$ cat src/rtl/run_monitor.sv
// run_monitor: counts CPU run cycles, samples PC periodically, flags halt (PC stuck) or cycle-budget timeout.
`timescale 1ns/1ps
module run_monitor #(
    parameter int PC_W         = 32,
    parameter int CNT_W        = 32,
    parameter int SAMPLE_EVERY = 10,
    parameter int MAX_CYCLES   = 500,
    parameter int STALL_LIMIT  = 16
) (
    input  logic             clk,
    input  logic             rst_n,
    input  logic             run_en,
    input  logic             clear,
    input  logic [PC_W-1:0]  pc_in,
    input  logic             pc_valid,
    output logic             sample_valid,
    output logic [PC_W-1:0]  sample_pc,
    output logic [CNT_W-1:0] sample_cycle,
    output logic [CNT_W-1:0] cycle_count,
    output logic [1:0]       state,
    output logic             done,
    output logic             timeout,
    output logic             halted
);
    typedef enum logic [1:0] {IDLE, RUN, HALTED, TIMEOUT} state_t;
    localparam int PH_W = $clog2(SAMPLE_EVERY + 1);
    localparam int ST_W = $clog2(STALL_LIMIT + 1);
    localparam logic [PH_W-1:0]  PH_LAST = PH_W'(SAMPLE_EVERY - 1);
    localparam logic [ST_W-1:0]  ST_LIM  = ST_W'(STALL_LIMIT);
    localparam logic [CNT_W-1:0] CNT_MAX = CNT_W'(MAX_CYCLES);
    state_t           st, st_n;
    logic [CNT_W-1:0] cnt_n, scyc_n;
    logic [PH_W-1:0]  phase, ph_n;
    logic [ST_W-1:0]  stall_cnt, stall_n;
    logic [PC_W-1:0]  last_pc, last_n, spc_n;
    logic             sv_n;
    assign state   = st;
    assign done    = st == HALTED || st == TIMEOUT;
    assign halted  = st == HALTED;
    assign timeout = st == TIMEOUT;
    always_ff @(posedge clk or negedge rst_n) begin
        if (!rst_n) begin
            st           <= IDLE;
            cycle_count  <= '0;
            phase        <= '0;
            stall_cnt    <= '0;
            last_pc      <= '0;
            sample_pc    <= '0;
            sample_cycle <= '0;
            sample_valid <= 1'b0;
        end else begin
            st           <= st_n;
            cycle_count  <= cnt_n;
            phase        <= ph_n;
            stall_cnt    <= stall_n;
            last_pc      <= last_n;
            sample_pc    <= spc_n;
            sample_cycle <= scyc_n;
            sample_valid <= sv_n;
        end
    end
    // The IDLE->RUN edge is itself run cycle 1, so it shares the RUN update path.
    always_comb begin
        st_n    = st;
        cnt_n   = cycle_count;
        ph_n    = phase;
        stall_n = stall_cnt;
        last_n  = last_pc;
        spc_n   = sample_pc;
        scyc_n  = sample_cycle;
        sv_n    = 1'b0;
        if (clear) begin
            st_n    = IDLE;
            cnt_n   = '0;
            ph_n    = '0;
            stall_n = '0;
            last_n  = '0;
            spc_n   = '0;
            scyc_n  = '0;
        end else if (run_en && (st == IDLE || st == RUN)) begin
            cnt_n = cycle_count + 1'b1;
            sv_n  = phase == PH_LAST;
            ph_n  = sv_n ? '0 : phase + 1'b1;
            if (sv_n) begin
                spc_n  = pc_in;
                scyc_n = cnt_n;
            end
            if (pc_valid) begin
                stall_n = pc_in != last_pc ? ST_W'(1) : stall_cnt == ST_LIM ? stall_cnt : stall_cnt + 1'b1;
                last_n  = pc_in;
            end
            st_n = stall_n == ST_LIM ? HALTED : cnt_n == CNT_MAX ? TIMEOUT : RUN;
        end
    end
endmodule

$ cat config.mk
export PLATFORM = sky130hd
export DESIGN_NAME = run_monitor
export DESIGN_NICKNAME = d
export VERILOG_FILES = /design/src/rtl/run_monitor.sv
export SDC_FILE = /design/constraint.sdc
export NUM_CORES = 1
export LEC_CHECK = 0
export CELL_PAD_IN_SITES_DETAIL_PLACEMENT = 0
export CELL_PAD_IN_SITES_GLOBAL_PLACEMENT = 1
export CORE_MARGIN = 2
export CORE_UTILIZATION = 43
export DETAILED_ROUTE_END_ITERATION = 16
export PLACE_DENSITY = 0.85
export SYNTH_ARGS = -nofsm -noshare
export SYNTH_HDL_FRONTEND = slang
export SYNTH_SLANG_ARGS = --single-unit
$ cat constraint.sdc
create_clock -name clk -period 4.1 [get_ports clk]
set_input_delay 0.82 -clock clk [delete_from_list [all_inputs] [get_ports clk]]
set_output_delay 0.82 -clock clk [all_outputs]
set_load 0.02 [all_outputs]
======== Word-level counts from Yosys, hierarchy flattened ========
Cells that the tools add are included.
operators by class
  add/sub/neg operators ................... 3
  equality and inequality tests ........... 8
  multiplexer cells ....................... 27
  reductions and logical operators ........ 9
operators with widths
  cell                   number
  $mux 32                11
  $mux 5                 7
  $add 32x1->32 const B  1
  $eq 32x9->1 const B    1
  $ne 32x32->1           1
  $mux 4                 3
  $eq 5x5->1 const B     2
  $mux 2                 4
  $reduce_bool 2->1      3
  $add 5x1->5 const B    1
  $add 4x1->4 const B    1
  $eq 2x2->1 const B     2
  $eq 4x4->1 const B     1
  $reduce_and 2->1       2
  $eq 2x1->1 const B     1
  $logic_not 2->1        1
  $logic_or 1x1->1       2
  $mux 1                 2
  $logic_and 1x1->1      1
word-level totals
  bits in registers ....................... 140
  input bits .............................. 37
  output and inout bits ................... 102

======== Logic depth before layout (Yosys ltp) ========
Gate-level depths: netlist (run 1).
  depth after elaboration ................. 10
  depth in mapped cells ................... 9

======== Least setup slack after synthesis (run 1) ========
Ideal clock, no wire load.
  path type ............................... register to register
  start ................................... register cycle_count[12]
  end ..................................... register st[1], in the netlist state[1]
  setup time .............................. 95 ps
  arrival time ............................ 2635 ps
  data required time ...................... 4005 ps
  path slack .............................. 1369 ps
  stages on the path, launching flop included .. 9
  buffers on the path ..................... 1
  clock period less this slack ............ 2731 ps
  cell sequence ........................... dfrtp_1 buf_2 nand4_1 or4_1 nor3_2 nand3_1 xnor2_1 or4_4 o32ai_2
between the ends
  cells in the longest elaborated chain, start to end .. 6
RTL lines
  what                      RTL line  RTL
  start: declaration        19        output logic [CNT_W-1:0] cycle_count,
  start signal: assignment  53        cycle_count <= cnt_n;
  $add 32x1->32             81        cnt_n = cycle_count + 1'b1;
  $eq 32x9->1               92        st_n = stall_n == ST_LIM ? HALTED : cnt_n == CNT_MAX ? TIMEOUT : RUN;
  $mux 2 (2 in a row)       92
  $mux 2                    80        end else if (run_en && (st == IDLE || st == RUN)) begin
  $mux 2                    72        if (clear) begin
  end signal: assignment    52        st <= st_n;
  end: declaration          31        state_t st, st_n;
No other way between the ends. The select of a mux whose other input is x is not followed.
A chain may end at the register's enable or synchronous reset.

======== Final worst setup path (run 1) ========
  start ................................... register cycle_count[8]
  end ..................................... register st[1], in the netlist state[1]
The elaborated chain is that of the path after synthesis.

==> flow_summary.json, run 1 <==
{
  "outcome": "finished clean",
  "worst_pin_slew_ns": 0.9141,
  "rsz0062_at_grt": "false",
  "maxCapViolCount": 0,
  "synth_most_common_cell": "dfrtp_1",
  "ff2ff_path_depth": 7,
  "finalSetupViolCount": 0,
  "die_x_um": 129.6,
  "cp_max_fo": 11,
  "cp_num_buf_inv": 0,
  "cp_slowest_stage_delay_ns": 0.69,
  "syn_nets": 708,
  "cts_tree": "yes",
  "cellLeakagePower_nw": 3.641,
  "layout.nets": 828,
  "rr_startpoint": "cycle_count[8]$_DFFE_PN0P_",
  "yosysTopAreaCellShare_pct": 51.62,
  "drive_gt1_share_pct": 7.519,
  "grt_max_degree": 100,
  "vias_per_cell": 5.614,
  "cts-root-buf": "clkbuf_16",
  "startpoint": "cycle_count[8]$_DFFE_PN0P_",
  "wirelength_um": 18580,
  "skew_ns": 0.01036,
  "synth_cell_types": 50,
  "rows": 45,
  "die_area_um2": 16800,
  "fin_ws_ns": 0.9727,
  "antenna_found_initial": 0,
  "portBuffers": 138,
  "critPathLaunchType": "register",
  "syn_inst": 665,
  "synth_commonest_cells": "140 x dfrtp_1, 70 x a22o_1, 56 x nand2_1",
  "n_antenna_cell": 0,
  "start_util_pct": 44.31,
  "holdCritPathClass": "register to register",
  "required_ns": 4.43,
  "synthArstFlopShare_pct": 100.0,
  "r2r_slack_ns": 0.97,
  "vias": 5665,
  "slowest_stage": "nor4_1",
  "yosysTopAreaCell": "dfrtp_1",
  "post_cts_resized": 0,
  "power_density_nw_per_um2": 343.6,
  "tns_ns": 0,
  "ctsHoldBuffers": 0,
  "instances_no_fill": 1009,
  "dp.cells": 977,
  "path_depth": 7,
  "drc_errors": 0,
  "cp_top_family": "simple AND/OR/NAND/NOR gates",
  "clkSlewWorstSetupHoldPaths_ns": 0.06,
  "cts.sinks": 140,
  "synthesis.area_um2": 6787,
  "yosys-top-cells-area": "dfrtp_1 52%, a22o_1 9.0%, xnor2_1 7.1%",
  "post_cts_buffers": 0,
  "fp.dieH_um": 129.6,
  "synthFlopType": "dfrtp_1",
  "relSlewSlack_pct": 39.06,
  "end_kind": "register",
  "first_global_vias": 5578,
  "clock_latency_ns": 0.42,
  "period_share_pct": 76.27,
  "grt_pass1_wl_um": 29650,
  "area_growth_pct": 31.29,
  "cts_buffers": 17,
  "hpwl_um": 13070,
  "max_freq_mhz": 319.8,
  "path_class": "register to register",
  "ir_drop_uv": 307.3,
  "synth_area_per_cell_um2": 10.21,
  "worstHoldStart": "sample_cycle[15]$_DFFE_PN0P_",
  "h-tree-depth": 4,
  "drt-initial-drc-count": 352,
  "r2r-end": "state[1]$_DFFE_PN0P_",
  "cts.path.max_buffers": 2,
  "min_period_ns": 3.127,
  "cp.arrival_ns": 3.46,
  "ys_warn_count": 0,
  "grt-ovfl-total": 0,
  "post-place-ws_ns": 0.8252,
  "coreArea_um2": 15310,
  "hold_viol_final": 0,
  "worstPathCellList": "nand4_1, nor4_1, nand4_1, xor2_1, o221ai_2, or4_4, o32ai_2",
  "wl_per_cell_um": 18.41,
  "ant_nets": 0,
  "dr.pass1.iters": 4,
  "track_usage_pct": 22.89,
  "synth_edf_count": 0,
  "ys_seq_area_share_pct": 51.62,
  "crit_end": "state[1]$_DFFE_PN0P_",
  "slew_violations": 0,
  "cpMostUsedCell": "nand4_1",
  "ys_ff_latch": 140,
  "place_congestion": 0.8602,
  "num_io_pins": 139
}
==> cell type report <==
class / count / area, µm²
Tap cell: 211 / 264.0
Clock inverter: 14 / 110.1
Clock buffer: 18 / 439.2
Multi-Input combinational cell: 464 / 3052
Inverter: 11 / 41.29
Fill cell: 1314 / 6405
Timing Repair Buffer: 151 / 1500
Sequential cell: 140 / 3503
==> where the power goes <==
part / switching (mW) / internal (mW)
logic: 0.122 / 0.0860
registers: 0.0218 / 1.40
clock network: 0.630 / 0.800
==> cell usage in the layout, fill, tap and decap left out, types with 7 or more instances in the layout <==
cell type	Yosys	final
a21oi_1	26	25
a22o_1	70	70
buf_4	1	11
clkbuf_16	0	17
clkdlybuf4s50_1	0	136
dfrtp_1	140	140
inv_1	11	11
nand2_1	56	56
nand3_1	16	16
nand4_1	26	26
nor2_1	45	44
nor3_1	14	13
nor4_1	7	7
o21ai_0	49	49
or3_1	19	19
xnor2_1	55	55
xor2_1	28	28
==> registers in the layout, indices dropped and copies added, names as in the netlist <==
| signal | count |
|---|---|
| cycle_count | 32 |
| last_pc | 32 |
| sample_cycle | 32 |
| sample_pc | 32 |
| stall_cnt | 5 |
| phase | 4 |
| state | 2 |
| sample_valid | 1 |
==> through the flow <==
step | cell area [µm²] | utilization [%] | power (mW) | hold WS, ns
2_1_floorplan | 6787 | - | 1.536 | 0.4950
3_3_place_gp | 8361 | 54.59 | 1.651 | 0.4732
3_5_place_dp | 8361 | 54.59 | 1.656 | 0.4752
4_1_cts | 8910 | 58.18 | 3.077 | 0.4892
5_1_grt | 8910 | 58.18 | 3.165 | 0.5057
6_report | 8910 | 58.18 | 3.062 | 0.4821
==> cell families after synthesis <==
| family | count (synthesis) | share of synthesized area (%) |
|---|---|---|
| simple gates | 212 | 15.98 |
| compound gates | 162 | 16.78 |
| flops | 140 | 51.62 |
| xor+xnor | 83 | 10.71 |
| buf+inv | 61 | 3.650 |
| fa+ha+maj | 6 | 1.106 |
| mux | 1 | 0.1475 |
==> worst register-to-register path: stages (launching register included) <==
cell and delay, ns:
dfrtp_1 0.58, nand4_1 0.28, nor4_1 0.69, nand4_1 0.22, xor2_1 0.33, o221ai_2 0.19
or4_4 0.55, o32ai_2 0.19
==> routing by layer <==
layer	vias to the layer above	global-route usage, %	routed length, µm
met5	-	0	0
met4	0	8.286	441
met3	31	5.450	1031
met2	195	33.42	8275
met1	2826	33.32	8827
li1	2613	-	-
==> worst min-delay path by stage <==
stage,to,depth (start not counted)
floorplan,last_pc[0]$_DFFE_PN0P_,1
global placement,sample_cycle[14]$_DFFE_PN0P_,2
detailed placement,sample_cycle[14]$_DFFE_PN0P_,2
CTS,sample_cycle[14]$_DFFE_PN0P_,2
global route,sample_cycle[19]$_DFFE_PN0P_,2
finish,sample_cycle[15]$_DFFE_PN0P_,2
Note: power is estimated with default switching activity, not from simulation.
==> inputs of run 2 (changes only) <==
--- a/config.mk
+++ b/config.mk
@@ -8,9 +8,9 @@
 export CELL_PAD_IN_SITES_DETAIL_PLACEMENT = 0
 export CELL_PAD_IN_SITES_GLOBAL_PLACEMENT = 1
 export CORE_MARGIN = 2
-export CORE_UTILIZATION = 43
+export CORE_UTILIZATION = 36
 export DETAILED_ROUTE_END_ITERATION = 16
-export PLACE_DENSITY = 0.85
+export PLACE_DENSITY = 0.76
 export SYNTH_ARGS = -nofsm -noshare
 export SYNTH_HDL_FRONTEND = slang
 export SYNTH_SLANG_ARGS = --single-unit
==> constraint.sdc (replaced) <==
create_clock -name clk -period 2.8 [get_ports clk]
set_input_delay 0.56 -clock clk [delete_from_list [all_inputs] [get_ports clk]]
set_output_delay 0.56 -clock clk [all_outputs]
set_load 0.02 [all_outputs]
==> run 2 against run 1 <==
Total power rose by 50%. Clock skew is 0.0016 ns lower. Sequential cell count unchanged. Routed wire length increased by 5.2%. First-iteration DRC count is 17% lower. Non-clock buffer count increased by 31. Sequential power rose by 46%. Critical path type unchanged. Critical endpoint unchanged. Largest cell class unchanged. Largest power group unchanged.
==> flow_summary.json, run 2 (same netlist as run 1, synthesis figures left out) <==
{
  "power_density_nw_per_um2": 495.5,
  "fp.dieH_um": 141.3,
  "post-place-ws_ns": -0.005980,
  "cp_slowest_stage_delay_ns": 0.54,
  "hold_viol_final": 0,
  "ctsHoldBuffers": 0,
  "ant_nets": 0,
  "vias_per_cell": 5.359,
  "first_global_vias": 5883,
  "startpoint": "cycle_count[9]$_DFFE_PN0P_",
  "slowest_stage": "or4_4",
  "wl_per_cell_um": 18.39,
  "num_io_pins": 139,
  "hpwl_um": 13650,
  "cp_max_fo": 7,
  "min_period_ns": 2.615,
  "portBuffers": 138,
  "pwr-share-comb_pct": 7.0,
  "post_cts_buffers": 0,
  "layout.nets": 859,
  "worst_pin_slew_ns": 0.6623,
  "relSlewSlack_pct": 55.85,
  "maxCapViolCount": 0,
  "grt_max_degree": 71,
  "grt_pass1_wl_um": 31650,
  "ir_drop_uv": 446.3,
  "fin_area_um2": 9275,
  "power.switching_mw": 1.223,
  "rows": 50,
  "required_ns": 3.13,
  "slew_violations": 0,
  "vias": 5697,
  "grt-ovfl-total": 0,
  "n_antenna_cell": 0,
  "pwr-share-clk_pct": 47.7,
  "worstPathCellList": "nand4_1, buf_4, nor3_4, xor2_1, nor4_1, o221ai_2, or4_4, o32ai_2",
  "power_frac_seq_pct": 45.3,
  "place_congestion": 0.8930,
  "layout_common_cells": "136 x dfrtp_1, 136 x clkdlybuf4s50_1, 70 x a22o_1",
  "max_freq_mhz": 382.4,
  "wirelength_um": 19550,
  "area_growth_pct": 36.67,
  "die_x_um": 141.3,
  "antenna_found_initial": 0,
  "rr_startpoint": "cycle_count[9]$_DFFE_PN0P_",
  "cts.path.max_buffers": 2,
  "rsz0062_at_grt": "false",
  "period_share_pct": 93.39,
  "h-tree-depth": 4,
  "cts_tree": "yes",
  "start_util_pct": 36.53,
  "clock_latency_ns": 0.43,
  "finish.utilization_pct": 49.92,
  "finalSetupViolCount": 0,
  "holdCritPathClass": "input port to async pin",
  "tns_ns": 0,
  "drive_gt1_share_pct": 12.06,
  "cp.arrival_ns": 2.95,
  "outcome": "finished clean",
  "path_class": "register to register",
  "switching_share_pct": 26.61,
  "p_total_mw": 4.596,
  "critPathLaunchType": "register",
  "dr.pass1.iters": 5,
  "drc_errors": 0,
  "postPlaceCellArea_um2": 8660,
  "cellLeakagePower_nw": 3.835,
  "cts-root-buf": "clkbuf_16",
  "fin_ws_ns": 0.1852,
  "end_kind": "register",
  "skew_ns": 0.008771,
  "cts_buffers": 17,
  "track_usage_pct": 20.00,
  "cts.sinks": 140,
  "coreArea_um2": 18580,
  "intPower_mw": 3.373,
  "drt-initial-drc-count": 291,
  "die_area_um2": 19970,
  "clkSlewWorstSetupHoldPaths_ns": 0.07
}
-- run 2: final timing paths --
check                                               to  slack [ns]  cells past startpoint
min in group clk           sample_cycle[3]$_DFFE_PN0P_        0.48                      2
hold reg to reg            sample_cycle[3]$_DFFE_PN0P_        0.48                      2
max in group asynchronous   cycle_count[9]$_DFFE_PN0P_        1.91                      2
hold / removal               sample_pc[29]$_DFFE_PN0P_        0.13                      1
setup / recovery                  state[1]$_DFFE_PN0P_        0.19                      8
setup reg to reg                  state[1]$_DFFE_PN0P_        0.19                      8
-- run 2: per-stage QoR --
step | std cells | hold WS (ns)
after floorplan | 665 | 0.2644
after global routing | 1063 | 0.1793
after CTS | 1063 | 0.1562
final | 1063 | 0.1296
after detailed placement | 1031 | 0.4695
after global placement | 1031 | 0.4664
-- run 2: power by group through the flow --
| stage | clock network [mW] | logic, mW | registers, mW |
|---|---|---|---|
| 3_5_place_dp | 0 | 0.324 | 2.12 |
| 4_1_cts | 2.24 | 0.328 | 2.08 |
| 5_1_grt | 2.33 | 0.353 | 2.08 |
| 3_3_place_gp | 0 | 0.320 | 2.12 |
| 2_1_floorplan | 0 | 0.132 | 2.12 |
| 6_report | 2.19 | 0.321 | 2.08 |
-- run 2: area by class of cell --
class	instances	area (µm²)
fillers	1694	9305
multi-input cells	464	3089
inverters	11	41.29
clock buffers	17	425.4
well taps	234	292.8
clock inverters	15	147.6
flip-flops and latches	140	3508
repair buffers	182	1770
-- run 2: timing repair --
action                                  4_1_cts  5_1_grt
endpoints found under the hold margin         0        0
endpoints found under the setup margin        0        2
resized for setup                             0       10
-- run 2: routing by layer --
layer | vias to the layer above | part of all wire (%) | GRT usage, %
met5 | - | 0 | 0
met4 | 0 | 1.6 | 5.789
met3 | 22 | 5.6 | 5.231
met2 | 169 | 45 | 30.43
met1 | 2832 | 47 | 28.29
li1 | 2674 | - | -
-- run 2: worst max-delay path: cells and delay by family (launching register included) --
kind	cells	cell delay, ns
compound gates	2	0.37
buf+inv	1	0.21
xor+xnor	1	0.17
flops	1	0.45
simple gates	4	1.34
==> inputs of run 3 (changes only) <==
--- a/config.mk
+++ b/config.mk
@@ -7,9 +7,9 @@
 export LEC_CHECK = 0
 export CELL_PAD_IN_SITES_DETAIL_PLACEMENT = 0
 export CELL_PAD_IN_SITES_GLOBAL_PLACEMENT = 1
-export CORE_MARGIN = 2
 export CORE_UTILIZATION = 36
 export DETAILED_ROUTE_END_ITERATION = 16
+export GPL_TIMING_DRIVEN = 0
 export PLACE_DENSITY = 0.76
 export SYNTH_ARGS = -nofsm -noshare
 export SYNTH_HDL_FRONTEND = slang
==> constraint.sdc (replaced) <==
create_clock -name clk -period 2.3 [get_ports clk]
set_input_delay 0.46 -clock clk [delete_from_list [all_inputs] [get_ports clk]]
set_output_delay 0.46 -clock clk [all_outputs]
set_load 0.02 [all_outputs]
==> run 3 against run 2 <==
Sequential share of layout area shrank 1.7 points. Largest power group unchanged. Core utilization grew 3.5 points. Count of clock-buffer cells in the layout is the same. The run now ends with negative setup slack left. Register-to-register slack lost 0.48 ns. Critical endpoint unchanged. Sequential power grew 22%.
==> flow_summary.json, run 3 (same netlist as run 1, synthesis figures left out) <==
{
  "clock_latency_ns": 0.43,
  "slowest_stage": "or4_4",
  "skew_ns": 0.01160,
  "portBuffers": 138,
  "layout.nets": 911,
  "finish.utilization_pct": 53.44,
  "n_antenna_cell": 0,
  "violations": "negative setup slack",
  "drc_errors": 0,
  "r2r_slack_ns": -0.30,
  "rows": 49,
  "drive_gt1_share_pct": 17.59,
  "max_freq_mhz": 384.8,
  "period_share_pct": 113.0,
  "antenna_found_initial": 0,
  "first_global_vias": 6113,
  "wl_per_cell_um": 19.48,
  "track_usage_pct": 22.56,
  "end_kind": "register",
  "p_total_mw": 5.642,
  "num_io_pins": 139,
  "cts_tree": "yes",
  "required_ns": 2.63,
  "coreArea_um2": 18210,
  "grt_pass1_wl_um": 33720,
  "h-tree-depth": 4,
  "layout_common_cells": "137 x clkdlybuf4s50_1, 131 x dfrtp_1, 70 x a22o_1",
  "cp_slowest_stage_delay_ns": 0.56,
  "cp.arrival_ns": 2.93,
  "cts-root-buf": "clkbuf_16",
  "holdCritPathClass": "input port to async pin",
  "busiest_layer": "met2",
  "cp_top_family": "simple AND/OR/NAND/NOR gates",
  "hpwl_um": 14830,
  "worst_pin_slew_ns": 0.6905,
  "post-place-ws_ns": -0.9319,
  "finalSetupViolCount": 5,
  "die_x_um": 139.3,
  "cellLeakagePower_nw": 4.060,
  "area_growth_pct": 43.38,
  "grt_max_degree": 78,
  "use_met3_pct": 4.577,
  "rsz0062_at_grt": "true",
  "met2_usage_pct": 35.36,
  "power_density_nw_per_um2": 579.8,
  "outcome": "complete, but fails checks",
  "cpMostUsedCell": "buf_6",
  "maxCapViolCount": 0,
  "path_class": "register to register",
  "grt_use_met1_pct": 30.08,
  "cp_num_buf_inv": 3,
  "fin_area_um2": 9731,
  "cp_max_fo": 6,
  "fin_ws_ns": -0.2991,
  "min_period_ns": 2.599,
  "vias_per_cell": 5.501,
  "drt-initial-drc-count": 346,
  "vias": 6106,
  "wirelength_um": 21620,
  "cts.path.max_buffers": 2,
  "ant_nets": 0,
  "relSlewSlack_pct": 53.97,
  "final_common_cell": "clkdlybuf4s50_1",
  "clkSlewWorstSetupHoldPaths_ns": 0.06,
  "slew_violations": 0,
  "dr.pass1.iters": 6,
  "cts.sinks": 140,
  "fp.dieH_um": 139.3,
  "die_area_um2": 19400,
  "ir_drop_uv": 561.2,
  "worstPathCellList": "buf_6, nand4_1, buf_6, nor3_4, and3_4, buf_6, o211a_4, o221ai_2, or4_4, o32ai_2",
  "critPathLaunchType": "register",
  "grt-ovfl-total": 0,
  "postPlaceCellArea_um2": 8547,
  "start_util_pct": 37.27,
  "cts_buffers": 17,
  "hold_viol_final": 0,
  "hold_ws_ns": 0.03790,
  "place_congestion": 0.8911
}
==> run 3: cell count changes in the layout (fill, tap and decap cells not counted), sizes merged <==
| cell | change |
|---|---|
| clkbuf | +34 |
| buf | +17 |
| bufinv | +1 |
| clkdlybuf4s50 | +1 |
| clkinv | +1 |
| clkinvlp | -1 |
| inv | -1 |
==> run 3: report_power, final <==
part | leakage (nW) | internal (mW) | total (mW) | switching [mW]
Sequential | 1.92 | 2.50 | 2.53 | 0.0292
Clock | 0.278 | 1.52 | 2.70 | 1.18
Combinational | 1.86 | 0.163 | 0.412 | 0.249
==> run 3: path summary, 6_finish.rpt <==
path                                                    from                      endpoint  cells after the start
worst max-delay path              cycle_count[7]$_DFFE_PN0P_          state[1]$_DFFE_PN0P_                     10
worst min-delay path                                   rst_n  sample_cycle[26]$_DFFE_PN0P_                      1
worst max register to register    cycle_count[7]$_DFFE_PN0P_          state[1]$_DFFE_PN0P_                     10
worst min register to register  sample_cycle[13]$_DFFE_PN0P_  sample_cycle[13]$_DFFE_PN0P_                      2
max in group asynchronous                              rst_n   cycle_count[12]$_DFFE_PN0P_                      2
min in group clk                sample_cycle[13]$_DFFE_PN0P_  sample_cycle[13]$_DFFE_PN0P_                      2
==> run 3: metrics by stage <==
stage / setup TNS, ns / instances
after floorplan: -0.3086 / 665
after global placement: -765.05 / 1032
after detailed placement: -77.41 / 1033
after CTS: -0.2642 / 1088
after global routing: -1.062 / 1110
final: -0.5123 / 1110
==> run 3: layer usage <==
metal | routed length (µm) | vias to the layer above
li1 | - | 2787
met1 | 9702 | 3030
met2 | 10010 | 245
met3 | 1288 | 44
met4 | 615 | 0
met5 | 0 | -
==> run 3: cell type report <==
| cell class | instances | area [µm²] |
|---|---|---|
| inverter | 11 | 41.29 |
| tap | 229 | 286.5 |
| clock inverter | 15 | 148.9 |
| fill | 1560 | 8478 |
| buffer | 44 | 252.7 |
| timing repair buffer | 190 | 1808 |
| multi-input combinational | 464 | 3253 |
| clock buffer | 17 | 425.4 |
| sequential | 140 | 3515 |
==> run 3: repair_timing <==
| item | in CTS | in global routing |
|---|---|---|
| hold buffers | 0 | 0 |
| resized for setup | 39 | 32 |
| pin swaps | 12 | 12 |
| buffers inserted | 28 | 23 |
| setup endpoints to repair | 80 | 91 |
| cloned | 0 | 0 |
==> RTL edit 1, RTL diff (config.mk and constraints of run 2) <==
Change the parameter `SAMPLE_EVERY` from 10 to 5.
--- a/src/rtl/run_monitor.sv
+++ b/src/rtl/run_monitor.sv
@@ -4,5 +4,5 @@
     parameter int PC_W         = 32,
     parameter int CNT_W        = 32,
-    parameter int SAMPLE_EVERY = 10,
+    parameter int SAMPLE_EVERY = 5,
     parameter int MAX_CYCLES   = 500,
     parameter int STALL_LIMIT  = 16
Behaviour: not the same (Yosys sat finds a counterexample within 10 cycles, from zero or initial values and one cycle with rst_n low).
==> RTL edit 1 against run 2 <==
Sequential cell count shrank 1. Synthesized area up 0.55%. Via count shrank 0.47%. Non-clock buffer count is 9 lower. Final area fell by 1.0%. Wire length fell by 1.1%. Clock power increased by 4%. Setup slack lost 29 ps. Clock skew is 0.98 ps higher. Count of clock-buffer cells in the layout did not move. Utilization decreased by 0.67 points. Power grew 1.7%.
==> RTL edit 1: results (changes against run 2) <==
grt_pass1_wl_mm: 31.3  # was 31.7 mm
relSlewSlack_pct: 66.5  # was 55.8%
worst-r2r-setup-slack_ps: 160  # was 190 ps
synth_cell_types: 52  # was 50
final.setup_skew_ps: 9.75  # was 8.77 ps
synth_flop_cell: "dfrtp_1"  # unchanged
cts_root_buffer: "clkbuf_16"  # unchanged
cts_resized: 0  # unchanged
cp.arrival_ps: 2990  # was 2950 ps
reg2reg_depth: 7  # was 8
grtUsageTotal_pct: 19.8  # was 20.0%
antenna_found_initial: 0  # unchanged
rr_startpoint: "cycle_count[4]$_DFFE_PN0P_"  # was cycle_count[9]$_DFFE_PN0P_
final_nets: 851  # was 859
p_leak_uw: 0.00381  # was 0.00383 µW
gp_congestion: 0.910  # was 0.893
slowest_stage: "or4_4"  # unchanged
crit_fanout: 10  # was 7
numCtsBuffers: 17  # unchanged
seq_area_frac_synth_pct: 51.0  # was 51.6%
wl_mm: 19.3  # was 19.5 mm
clk_path_buf_depth: 2  # unchanged
dp_hpwl_mm: 13.6  # was 13.7 mm
reg2reg_to: "state[1]$_DFFE_PN0P_"  # unchanged
post_cts_buffers: 0  # unchanged
status: "finished, final reports clean"  # unchanged
first_pass_iters: 4  # was 5
holdWs_ps: 42.9  # was 130 ps
viasPerCell: 5.37  # was 5.36
synth_area_leaders: "dfrtp_1 51%, a22o_1 9.2%, xnor2_1 8.9%"  # was dfrtp_1 52%, a22o_1 9.0%, xnor2_1 7.1%
ys_async_sr_fraction_pct: 100  # unchanged
syn_nets: 712  # was 708
drive_gt1_share_pct: 10.1  # was 12.1%
grt.met2_usage_pct: 32.2  # was 30.4%
drtIter0Drc: 371  # was 291
grt_pass1_vias: 5795  # was 5,883
fillers: 1677  # was 1,694
synth_common_cells: "139 x dfrtp_1, 72 x a22o_1, 69 x xnor2_1"  # was 140 x dfrtp_1, 70 x a22o_1, 56 x nand2_1
grtUsageMet3_pct: 5.03  # was 5.23%
grt_start_max_net_pins: 51  # was 71
met1_usage_pct: 26.6  # was 28.3%
max_stage_delay_ps: 630  # was 540 ps
ir_drop_uv: 422  # was 446 µV
==> RTL edit 1: changes by cell type after synthesis, moves of 4 or more <==
cell,change
a21oi_1,-14
xor2_1,-6
nand2_1,+4
o21ai_0,-17
nand4_1,-8
buf_1,+4
buf_2,-4
nand3_1,+10
or3_1,-10
xnor2_1,+14
nor2_1,+13
==> RTL edit 1: metrics by stage <==
step | worst slack [ps] | cells | cell area [µm²] | total power (µW) | utilization, %
after floorplan | 104 | 669 | 6820 | 2240 | -
after global placement | 167 | 1023 | 8580 | 2420 | 46.0
after detailed placement | 164 | 1023 | 8580 | 2430 | 46.0
after CTS | 172 | 1055 | 9180 | 4730 | 49.2
after global routing | 8.07 | 1055 | 9180 | 4860 | 49.2
final | 156 | 1055 | 9180 | 4670 | 49.2
==> RTL edit 1: logic make-up (layout without fill, tap and decap cells) <==
| logic type | count (synthesis) | after routing | share of synthesized area, % |
|---|---|---|---|
| mux | 4 | 4 | 0.623 |
| flops | 139 | 139 | 51.0 |
| simple gates | 231 | 231 | 17.2 |
| xor+xnor | 91 | 91 | 11.7 |
| compound gates | 137 | 137 | 14.9 |
| buf+inv | 61 | 213 | 3.56 |
| fa+ha+maj | 6 | 6 | 1.10 |
==> RTL edit 1: final cells by class <==
type	instances	area [µm²]	share of cell area (%)
repair buffers	173	1650	18.0
clock buffers	17	425	4.63
clock inverters	15	175	1.91
multi-input cells	469	3130	34.1
well taps	234	293	3.19
inverters	8	30.0	0.327
flip-flops and latches	139	3480	37.9
==> RTL edit 1: worst max-delay path: cells and delay by family, from the launching register on <==
family	cells	cell delay, ps
AO/OA/AOI/OAI	3	670
AND/OR/NAND/NOR	4	1350
flip-flops	1	550
==> RTL edit 1: how the worst max path moves through the flow <==
stage                                     startpoint                  endpoint  slack (ps)
after global placement                     pc_in[27]  stall_cnt[3]$_DFFE_PN0P_         170
after floorplan           cycle_count[0]$_DFFE_PN0P_      state[1]$_DFFE_PN0P_         100
after global routing      cycle_count[4]$_DFFE_PN0P_      state[1]$_DFFE_PN0P_           8
after detailed placement                   pc_in[29]  stall_cnt[3]$_DFFE_PN0P_         160
after CTS                 cycle_count[4]$_DFFE_PN0P_      state[1]$_DFFE_PN0P_         170
final                     cycle_count[4]$_DFFE_PN0P_      state[1]$_DFFE_PN0P_         160
==> RTL edit 1: power by group <==
group	switching [µW]	leakage (µW)	internal [µW]	total, µW
sequential	23.1	0.00192	2040	2060
combinational	192	0.00160	139	331
clock	1010	0.000289	1280	2280
==> RTL edit 1: metal layers <==
metal | vias up | wire length (µm)
li1 | 2640 | -
met1 | 2857 | 8930
met2 | 156 | 9210
met3 | 17 | 960
met4 | 0 | 223
met5 | - | 0
==> RTL edit 2, RTL diff (config.mk and constraints of run 2) <==
Made on the original files. Register the inputs `run_en`, `clear`, `pc_in` and `pc_valid` before use. The logic sees them one clock later.
--- a/src/rtl/run_monitor.sv
+++ b/src/rtl/run_monitor.sv
@@ -29,4 +29,17 @@
     localparam logic [ST_W-1:0]  ST_LIM  = ST_W'(STALL_LIMIT);
     localparam logic [CNT_W-1:0] CNT_MAX = CNT_W'(MAX_CYCLES);
+
+    logic run_en_q;
+    logic clear_q;
+    logic [PC_W-1:0] pc_q;
+    logic pc_valid_q;
+
+    always_ff @(posedge clk) begin
+        run_en_q   <= run_en;
+        clear_q    <= clear;
+        pc_q       <= pc_in;
+        pc_valid_q <= pc_valid;
+    end
+
     state_t           st, st_n;
     logic [CNT_W-1:0] cnt_n, scyc_n;
@@ -70,5 +83,5 @@
         scyc_n  = sample_cycle;
         sv_n    = 1'b0;
-        if (clear) begin
+        if (clear_q) begin
             st_n    = IDLE;
             cnt_n   = '0;
@@ -78,15 +91,15 @@
             spc_n   = '0;
             scyc_n  = '0;
-        end else if (run_en && (st == IDLE || st == RUN)) begin
+        end else if (run_en_q && (st == IDLE || st == RUN)) begin
             cnt_n = cycle_count + 1'b1;
             sv_n  = phase == PH_LAST;
             ph_n  = sv_n ? '0 : phase + 1'b1;
             if (sv_n) begin
-                spc_n  = pc_in;
+                spc_n  = pc_q;
                 scyc_n = cnt_n;
             end
-            if (pc_valid) begin
-                stall_n = pc_in != last_pc ? ST_W'(1) : stall_cnt == ST_LIM ? stall_cnt : stall_cnt + 1'b1;
-                last_n  = pc_in;
+            if (pc_valid_q) begin
+                stall_n = pc_q != last_pc ? ST_W'(1) : stall_cnt == ST_LIM ? stall_cnt : stall_cnt + 1'b1;
+                last_n  = pc_q;
             end
             st_n = stall_n == ST_LIM ? HALTED : cnt_n == CNT_MAX ? TIMEOUT : RUN;
Behaviour: not the same (a bounded check fails within 4 cycles, from zero or initial values and one cycle with rst_n low).
==> RTL edit 2 against run 2 <==
Setup slack better by 0.58 ps. Non-clock buffer count decreased by 5. Power increased by 17%. Sequential cell count increased by 35. Final area grew 7.9%. Global-route usage is 1.2 points lower. Via count rose by 0.86%. Synthesized area is 10% higher. Cell count is 4.8% higher. Wire length up 3.5%. Critical endpoint unchanged.
==> RTL edit 2: results (changes against run 2) <==
cp.arrival_ps: 2960  # was 2950 ps
final.setup_skew_ps: 17.0  # was 8.77 ps
synth_cell_types: 47  # was 50
holdWs_ps: 110  # was 130 ps
wl_met2_mm: 9.28  # was 8.85 mm
ir_drop_uv: 399  # was 446 µV
muxShareOfSynthArea_pct: 0.134  # was 0.147%
grtUsageTotal_pct: 18.8  # was 20.0%
fillers: 1894  # was 1,694
syn_nets: 727  # was 708
grtUsageMet3_pct: 3.96  # was 5.23%
p_leak_uw: 0.00412  # was 0.00383 µW
drive_gt1_share_pct: 10.7  # was 12.1%
first_pass_iters: 4  # was 5
worst_pin_slew_ps: 641  # was 662 ps
synth_common_cells: "140 x dfrtp_1, 78 x a22o_1, 62 x xnor2_1"  # was 140 x dfrtp_1, 70 x a22o_1, 56 x nand2_1
gp_congestion: 0.874  # was 0.893
grt_pass1_wl_mm: 32.1  # was 31.7 mm
synth_compound_area_share_pct: 14.6  # was 16.8%
wl_mm: 20.2  # was 19.5 mm
grt_start_max_net_pins: 63  # was 71
synthAdderAreaFrac_pct: 1.00  # was 1.11%
grt.met2_usage_pct: 28.1  # was 30.4%
final_nets: 874  # was 859
worst-r2r-setup-slack_ps: 190  # about the same
met1_usage_pct: 27.6  # was 28.3%
synthXorXnorAreaFrac_pct: 9.85  # was 10.7%
viasPerCell: 5.16  # was 5.36
crit_fanout: 6  # was 7
slowest_stage: "or4_1"  # was or4_4
dr_wl_met3_um: 918  # was 1.10 mm
p_seq_uw: 2640  # was 2080 µW
ys_async_sr_fraction_pct: 80.0  # was 100%
final_design_area_no_fill_mm2: 0.0100  # was 0.00928 mm²
stdcell_count: 1114  # was 1,063
crit_start: "cycle_count[0]$_DFFE_PN0P_"  # was cycle_count[9]$_DFFE_PN0P_
status: "finished, final reports clean"  # unchanged
[RTL edit 2: cell count changes in the layout (fill, tap and decap cells not counted), moves of 6 or more]
cell / before / now
a21oi_1: 25 / 19
nand2_1: 56 / 49
a22o_1: 70 / 78
o21ai_0: 49 / 36
or3_1: 18 / 10
clkinv_8: 1 / 7
xnor2_1: 55 / 62
dfxtp_1: 0 / 35
[RTL edit 2: logic make-up after synthesis]
logic type,count (synthesis)
flip-flops,175
XOR/XNOR,84
AND/OR/NAND/NOR,209
AO/OA/AOI/OAI,150
buffers and inverters,59
multiplexers,1
adder cells (fa/ha/maj),6
[RTL edit 2: cell type report]
type                            count  share of cell area, %
Multi-Input combinational cell    450                   30.6
Timing Repair Buffer              177                   17.2
Sequential cell                   175                   42.1
Inverter                           10                  0.375
Clock inverter                     15                   2.05
Tap cell                          270                   3.38
Clock buffer                       17                   4.25
